`src/rtl/uart_boot_pkg.sv`:
```
// uart_boot_pkg: shared states, default sync bytes and header length for the UART boot loader.
package uart_boot_pkg;
    typedef enum logic [2:0] {RUN, SYNC, HDR, DATA, WRITE, WAIT_ON} state_t;
    localparam logic [7:0] DEF_STP = 8'hA5;
    localparam logic [7:0] DEF_ON = 8'h5A;
    localparam int HDR_LEN = 8;
    function automatic logic [3:0] be_mask(input logic [1:0] last_idx);
        return 4'b1111 >> (2'd3 - last_idx);
    endfunction
endpackage

```
`src/rtl/uart_boot_loader_if.sv`:
```
// uart_boot_loader_if: RX byte stream, memory write bus and core control of the boot loader.
interface uart_boot_loader_if;
    logic [7:0] RxData;
    logic RxValid;
    logic RxReady;
    logic MemReq;
    logic MemGnt;
    logic MemWe;
    logic [31:0] MemAddr;
    logic [31:0] MemWdata;
    logic [3:0] MemBe;
    logic CoreRst;
    logic Busy;
    modport master (
        input RxData, RxValid, MemGnt,
        output RxReady, MemReq, MemWe, MemAddr, MemWdata, MemBe, CoreRst, Busy
    );
    modport slave (
        output RxData, RxValid, MemGnt,
        input RxReady, MemReq, MemWe, MemAddr, MemWdata, MemBe, CoreRst, Busy
    );
endinterface

```
`src/rtl/boot_seq_detect.sv`:
```
// boot_seq_detect: flags the accepted byte that completes a run of SYNC_LEN consecutive matches.
module boot_seq_detect #(
    parameter int SYNC_LEN = 32
) (
    input logic Clk,
    input logic Rst,
    input logic [7:0] rx_data,
    input logic valid,
    input logic [7:0] match,
    input logic clr,
    output logic hit
);
    localparam int CW = $clog2(SYNC_LEN + 1);
    logic [CW-1:0] cnt;
    assign hit = valid && rx_data == match && cnt == CW'(SYNC_LEN - 1);
    always_ff @(posedge Clk)
        if (Rst || clr) cnt <= '0;
        else if (valid) cnt <= rx_data == match ? cnt + 1'b1 : '0;
endmodule

```
`src/rtl/uart_boot_loader.sv`:
```
// uart_boot_loader: parses the preamble/header/image byte stream, writes the image to memory
// and holds the core in reset while loading.
module uart_boot_loader
    import uart_boot_pkg::*;
#(
    parameter logic [7:0] STP_BYTE = DEF_STP,
    parameter logic [7:0] ON_BYTE = DEF_ON,
    parameter int SYNC_LEN = 32,
    parameter bit HOLD_AT_RESET = 1'b0
) (
    input logic Clk,
    input logic Rst,
    uart_boot_loader_if.master bus
);
    state_t state;
    logic [2:0] hdr_idx;
    logic [31:0] rem;
    logic [31:0] word;
    logic [1:0] byte_idx;
    logic accept, stp_hit, on_hit;
    logic [31:0] nxt_word;
    assign accept = bus.RxValid && bus.RxReady;
    assign nxt_word = word | (32'(bus.RxData) << {byte_idx, 3'b000});
    boot_seq_detect #(.SYNC_LEN(SYNC_LEN)) u_stp (
        .Clk(Clk), .Rst(Rst), .rx_data(bus.RxData), .valid(accept),
        .match(STP_BYTE), .clr(state != RUN), .hit(stp_hit)
    );
    boot_seq_detect #(.SYNC_LEN(SYNC_LEN)) u_on (
        .Clk(Clk), .Rst(Rst), .rx_data(bus.RxData), .valid(accept),
        .match(ON_BYTE), .clr(state != WAIT_ON), .hit(on_hit)
    );
    always_ff @(posedge Clk)
        if (Rst) begin
            state <= RUN;
            hdr_idx <= '0;
            rem <= '0;
            word <= '0;
            byte_idx <= '0;
            bus.RxReady <= 1'b1;
            bus.MemReq <= 1'b0;
            bus.MemWe <= 1'b0;
            bus.MemAddr <= '0;
            bus.MemWdata <= '0;
            bus.MemBe <= '0;
            bus.CoreRst <= HOLD_AT_RESET;
            bus.Busy <= 1'b0;
        end else case (state)
            RUN: if (stp_hit) begin
                bus.CoreRst <= 1'b1;
                bus.Busy <= 1'b1;
                state <= SYNC;
            end
            SYNC: if (accept && bus.RxData != STP_BYTE) begin
                bus.MemAddr <= {24'h0, bus.RxData[7:2], 2'b00};
                hdr_idx <= 3'd1;
                state <= HDR;
            end
            HDR: if (accept) begin
                hdr_idx <= hdr_idx + 1'b1;
                if (!hdr_idx[2]) bus.MemAddr[{hdr_idx[1:0], 3'b000} +: 8] <= bus.RxData;
                else rem[{hdr_idx[1:0], 3'b000} +: 8] <= bus.RxData;
                if (hdr_idx == 3'(HDR_LEN - 1)) begin
                    word <= '0;
                    byte_idx <= '0;
                    state <= {bus.RxData, rem[23:0]} == '0 ? WAIT_ON : DATA;
                end
            end
            DATA: if (accept) begin
                rem <= rem - 1'b1;
                if (byte_idx == 2'd3 || rem == 32'd1) begin
                    bus.MemReq <= 1'b1;
                    bus.MemWe <= 1'b1;
                    bus.MemWdata <= nxt_word;
                    bus.MemBe <= be_mask(byte_idx);
                    bus.RxReady <= 1'b0;
                    word <= '0;
                    byte_idx <= '0;
                    state <= WRITE;
                end else begin
                    word <= nxt_word;
                    byte_idx <= byte_idx + 1'b1;
                end
            end
            WRITE: if (bus.MemGnt) begin
                bus.MemReq <= 1'b0;
                bus.MemWe <= 1'b0;
                bus.MemAddr <= bus.MemAddr + 32'd4;
                bus.RxReady <= 1'b1;
                state <= rem == '0 ? WAIT_ON : DATA;
            end
            WAIT_ON: if (on_hit) begin
                bus.CoreRst <= 1'b0;
                bus.Busy <= 1'b0;
                state <= RUN;
            end
            default: state <= RUN;
        endcase
endmodule
```
`src/flat_wrapper.sv`:
```
// flat-port wrapper written by rule: the top's interface ports become plain ports
module uart_boot_loader_flat import uart_boot_pkg::*;
#(
    parameter logic [7:0] STP_BYTE = DEF_STP,
    parameter logic [7:0] ON_BYTE = DEF_ON,
    parameter int SYNC_LEN = 32,
    parameter bit HOLD_AT_RESET = 1'b0
)
  (Clk, Rst, bus_RxData, bus_RxValid, bus_MemGnt, bus_RxReady, bus_MemReq, bus_MemWe, bus_MemAddr, bus_MemWdata, bus_MemBe, bus_CoreRst, bus_Busy);
  uart_boot_loader_if bus_i ();
  input logic Clk;
  input logic Rst;
  input wire logic [$bits(bus_i.RxData)-1:0] bus_RxData;
  input wire logic [$bits(bus_i.RxValid)-1:0] bus_RxValid;
  input wire logic [$bits(bus_i.MemGnt)-1:0] bus_MemGnt;
  output wire logic [$bits(bus_i.RxReady)-1:0] bus_RxReady;
  output wire logic [$bits(bus_i.MemReq)-1:0] bus_MemReq;
  output wire logic [$bits(bus_i.MemWe)-1:0] bus_MemWe;
  output wire logic [$bits(bus_i.MemAddr)-1:0] bus_MemAddr;
  output wire logic [$bits(bus_i.MemWdata)-1:0] bus_MemWdata;
  output wire logic [$bits(bus_i.MemBe)-1:0] bus_MemBe;
  output wire logic [$bits(bus_i.CoreRst)-1:0] bus_CoreRst;
  output wire logic [$bits(bus_i.Busy)-1:0] bus_Busy;
  assign bus_i.RxData = bus_RxData;
  assign bus_i.RxValid = bus_RxValid;
  assign bus_i.MemGnt = bus_MemGnt;
  assign bus_RxReady = bus_i.RxReady;
  assign bus_MemReq = bus_i.MemReq;
  assign bus_MemWe = bus_i.MemWe;
  assign bus_MemAddr = bus_i.MemAddr;
  assign bus_MemWdata = bus_i.MemWdata;
  assign bus_MemBe = bus_i.MemBe;
  assign bus_CoreRst = bus_i.CoreRst;
  assign bus_Busy = bus_i.Busy;
  uart_boot_loader #(.STP_BYTE(STP_BYTE), .ON_BYTE(ON_BYTE), .SYNC_LEN(SYNC_LEN), .HOLD_AT_RESET(HOLD_AT_RESET)) u_core (.Clk(Clk), .Rst(Rst), .bus(bus_i));
endmodule
```
`config.mk`:
```
export PLATFORM = sky130hd
export DESIGN_NAME = uart_boot_loader_flat
export DESIGN_NICKNAME = d
export VERILOG_FILES = /design/src/rtl/uart_boot_pkg.sv /design/src/rtl/uart_boot_loader_if.sv /design/src/rtl/boot_seq_detect.sv /design/src/rtl/uart_boot_loader.sv /design/src/flat_wrapper.sv
export SDC_FILE = /design/constraint.sdc
export NUM_CORES = 1
export LEC_CHECK = 0
export CAP_MARGIN = 20
export CORE_MARGIN = 1
export CORE_UTILIZATION = 40
export CTS_CLUSTER_DIAMETER = 100
export DETAILED_ROUTE_END_ITERATION = 10
export HOLD_SLACK_MARGIN = 0.12
export PLACE_DENSITY = 0.64
export SKIP_LAST_GASP = 1
export SYNTH_ARGS = -nofsm -noshare
export SYNTH_HDL_FRONTEND = slang
export SYNTH_SLANG_ARGS = --single-unit
```
`constraint.sdc`:
```
create_clock -name Clk -period 2.2 [get_ports Clk]
set_input_delay 0.33 -clock Clk [delete_from_list [all_inputs] [get_ports Clk]]
set_output_delay 0.33 -clock Clk [all_outputs]
set_load 0.02 [all_outputs]
```
==> results_dict.tcl <==
set metrics [dict create \
    fillers 1946 \
    synth.largest_area_cell "dfxtp_1" \
    hold_buffers 0 \
    setup_slack_ps 69.5 \
    initialDrtViolationCount 729 \
    antenna_found_initial 0 \
    grt_max_degree 52 \
    drv_cap 0 \
    antenna_cells 0 \
    dp.cells 1479 \
    cts_buffers 17 \
    cp.arrival_ps 2470 \
    endpoint_kind "register" \
    synth_edf_count 0 \
    cp.required_ps 2540 \
    yosysMostFrequentCell "dfxtp_1" \
    critPathLaunchType "register" \
    finalHoldWorstSlack_ps 305 \
    p_leak_uw 0.00393 \
    postSynthRegisterBits 155 \
    rows 52 \
    hold_viol_final 0 \
    vias 8953 \
    syn_area_per_cell_sq_um 7.88 \
    die_y_microns 147 \
    htree_num_levels 4 \
    cts_max_path_buffers 2 \
    grt_first_pass_wirelength_mm 44.1 \
    final_nets 1257 \
    min_period_ps 2130 \
    cts_tree "built" \
    die_area_sq_um 21800 \
    ys_async_sr_fraction 0 \
    relSlewSlack 0.538 \
    ant_nets 0 \
    core_sq_um 20500 \
    grt_pass1_vias 8162 \
    syn_area_sq_um 8470 \
    grt_use_total 0.258 \
    outcome "finished, final reports clean" \
    drcViolationCount 0 \
    hp-class "in2reg" \
    cts_root_buffer "clkbuf_16" \
    viasPerCell 5.91 \
    path_max_fanout 23 \
    synth_common_cells "dfxtp_1, nor2_1, a21oi_1" \
    post-place-ws_ps -281 \
    slew_viol_final 0 \
    clkLatencyLatePin_ps 430 \
    clk_pin_slew_ps 70 \
    area_delta_synth_final_pct 30.9 \
    dp_hpwl_mm 19.4 \
    worst_pin_slew_ps 685 \
    final_cell_area_sq_um 11100 \
    wl_per_cell_microns 18.4 \
    synthCells 1074 \
    fin_skew_ps 10.6 \
    gp_congestion 0.903 \
    ioPinCount 85 \
    numPortBuffers 84 \
    yosysSeqAreaShare 0.366 \
    initial_core_util 0.413 \
    crit_type "reg2reg" \
    yosys.area.top_type_share 0.366 \
    stdcell_count 1515 \
    gr-total-overflow 0 \
    power.density_nw_per_um2 844 \
    layout-drive-gt1-share 0.174 \
    synth_top_cells_by_area "dfxtp_1, a21oi_1, nor2_1" \
    clock-sinks 155 \
    first_pass_iters 8 \
    fin_crit_sh 0.968 \
    synthDistinctLibCells 75 \
    die_w_microns 147 \
    place_area_sq_um 10400 \
    synth_ff_type "dfxtp_1" \
    ir_drop_mv 0.587 \
    synth_warnings 0 \
    grt_setup_unrepaired "yes" \
    setup_viol 0 \
    syn_nets 1099 \
    wl_mm 27.9 \
    fmax_mhz 469 \
]
==> through the flow <==
| stage | power [uW] | setup TNS, ps | utilization |
|---|---|---|---|
| detailed placement | 6240 | -4610 | 0.506 |
| finish | 9350 | 0 | 0.541 |
| global route | 9770 | -169 | 0.541 |
| floorplan | 4980 | 0 | - |
| global placement | 6220 | -4400 | 0.506 |
| CTS | 9290 | -18.3 | 0.536 |
==> cells in the final DEF, fill, tap and decap left out, drive strengths merged, types with 9 or more instances in the layout <==
| cell type | netlist | layout |
|---|---|---|
| nor4 | 21 | 21 |
| buf | 25 | 133 |
| nor2b | 27 | 27 |
| a22o | 26 | 26 |
| and2 | 11 | 11 |
| o21a | 12 | 12 |
| nand2b | 9 | 9 |
| inv | 24 | 33 |
| a22oi | 19 | 19 |
| clkdlybuf4s50 | 0 | 83 |
| nand3 | 33 | 33 |
| a211oi | 37 | 37 |
| nor2 | 133 | 133 |
| dfxtp | 155 | 155 |
| nand2 | 74 | 74 |
| nor3 | 30 | 30 |
| ha | 13 | 13 |
| a21oi | 121 | 121 |
| o21ai | 80 | 80 |
| o22ai | 9 | 9 |
| nand4 | 25 | 25 |
| clkbuf | 52 | 17 |
| a31oi | 18 | 18 |
==> power by group <==
group / internal (uW) / switching [uW]
registers: 2900 / 115
clock network: 1630 / 1410
logic: 1320 / 1980
==> cell type report <==
| class | instances | area, sq um | area share |
|---|---|---|---|
| Clock inverter | 15 | 175 | 0.0158 |
| Clock buffer | 17 | 425 | 0.0384 |
| Timing Repair Buffer | 216 | 1960 | 0.177 |
| Multi-Input combinational cell | 817 | 4990 | 0.450 |
| Inverter | 25 | 93.8 | 0.00846 |
| Sequential cell | 155 | 3110 | 0.280 |
| Tap cell | 270 | 338 | 0.0305 |
==> registers in the layout, indices dropped and copies added, names as in the netlist, 2 cells and up <==
signal / count
u_core.bus.MemAddr: 32
u_core.bus.MemBe: 4
u_core.bus.MemWdata: 32
u_core.byte_idx: 2
u_core.hdr_idx: 3
u_core.rem: 32
u_core.state: 3
u_core.u_on.cnt: 6
u_core.u_stp.cnt: 6
u_core.word: 32
==> what timing repair did <==
action | CTS | global route
pin swaps | 0 | 4
resized for setup | 2 | 17
setup buffers | 0 | 4
setup endpoints to repair | 8 | 59
==> cell families (layout without fill, tap and decap cells) <==
group / count (synthesis) / after routing / synth area share
AOI/OAI and AO/OA: 380 / 380 / 0.294
xor gates and xnor gates: 9 / 9 / 0.00931
adders and majority gates: 13 / 13 / 0.0192
buffers and inverters: 102 / 273 / 0.0519
DFF: 155 / 155 / 0.366
muxes: 3 / 3 / 0.00369
and+or+nand+nor: 412 / 412 / 0.255
==> critical path, cell delays in order (launching register included) <==
cell,delay [ps]
dfxtp_1,330
nor4_1,460
and4_1,300
a31oi_2,180
nor3_4,190
buf_12,170
buf_12,150
nor2_1,50
a211oi_1,210
==> per-layer routing <==
layer	global-route usage	wire length (microns)
met5	0	0
met4	0.0959	940
met3	0.0481	2230
met2	0.409	12500
met1	0.347	12300
==> path summary, 6_finish.rpt <==
kind                            slack (ps)      startpoint  depth (start not counted)                      to
worst min-delay path                   310             Rst                          2           u_core.rem[3]
worst max-delay path                    70  u_core.rem[25]                          8  u_core.bus.MemWdata[0]
worst min register to register         460  u_core.word[2]                          2          u_core.word[2]
worst max register to register          70  u_core.rem[25]                          8  u_core.bus.MemWdata[0]
Power figures use the tool's default switching activity.
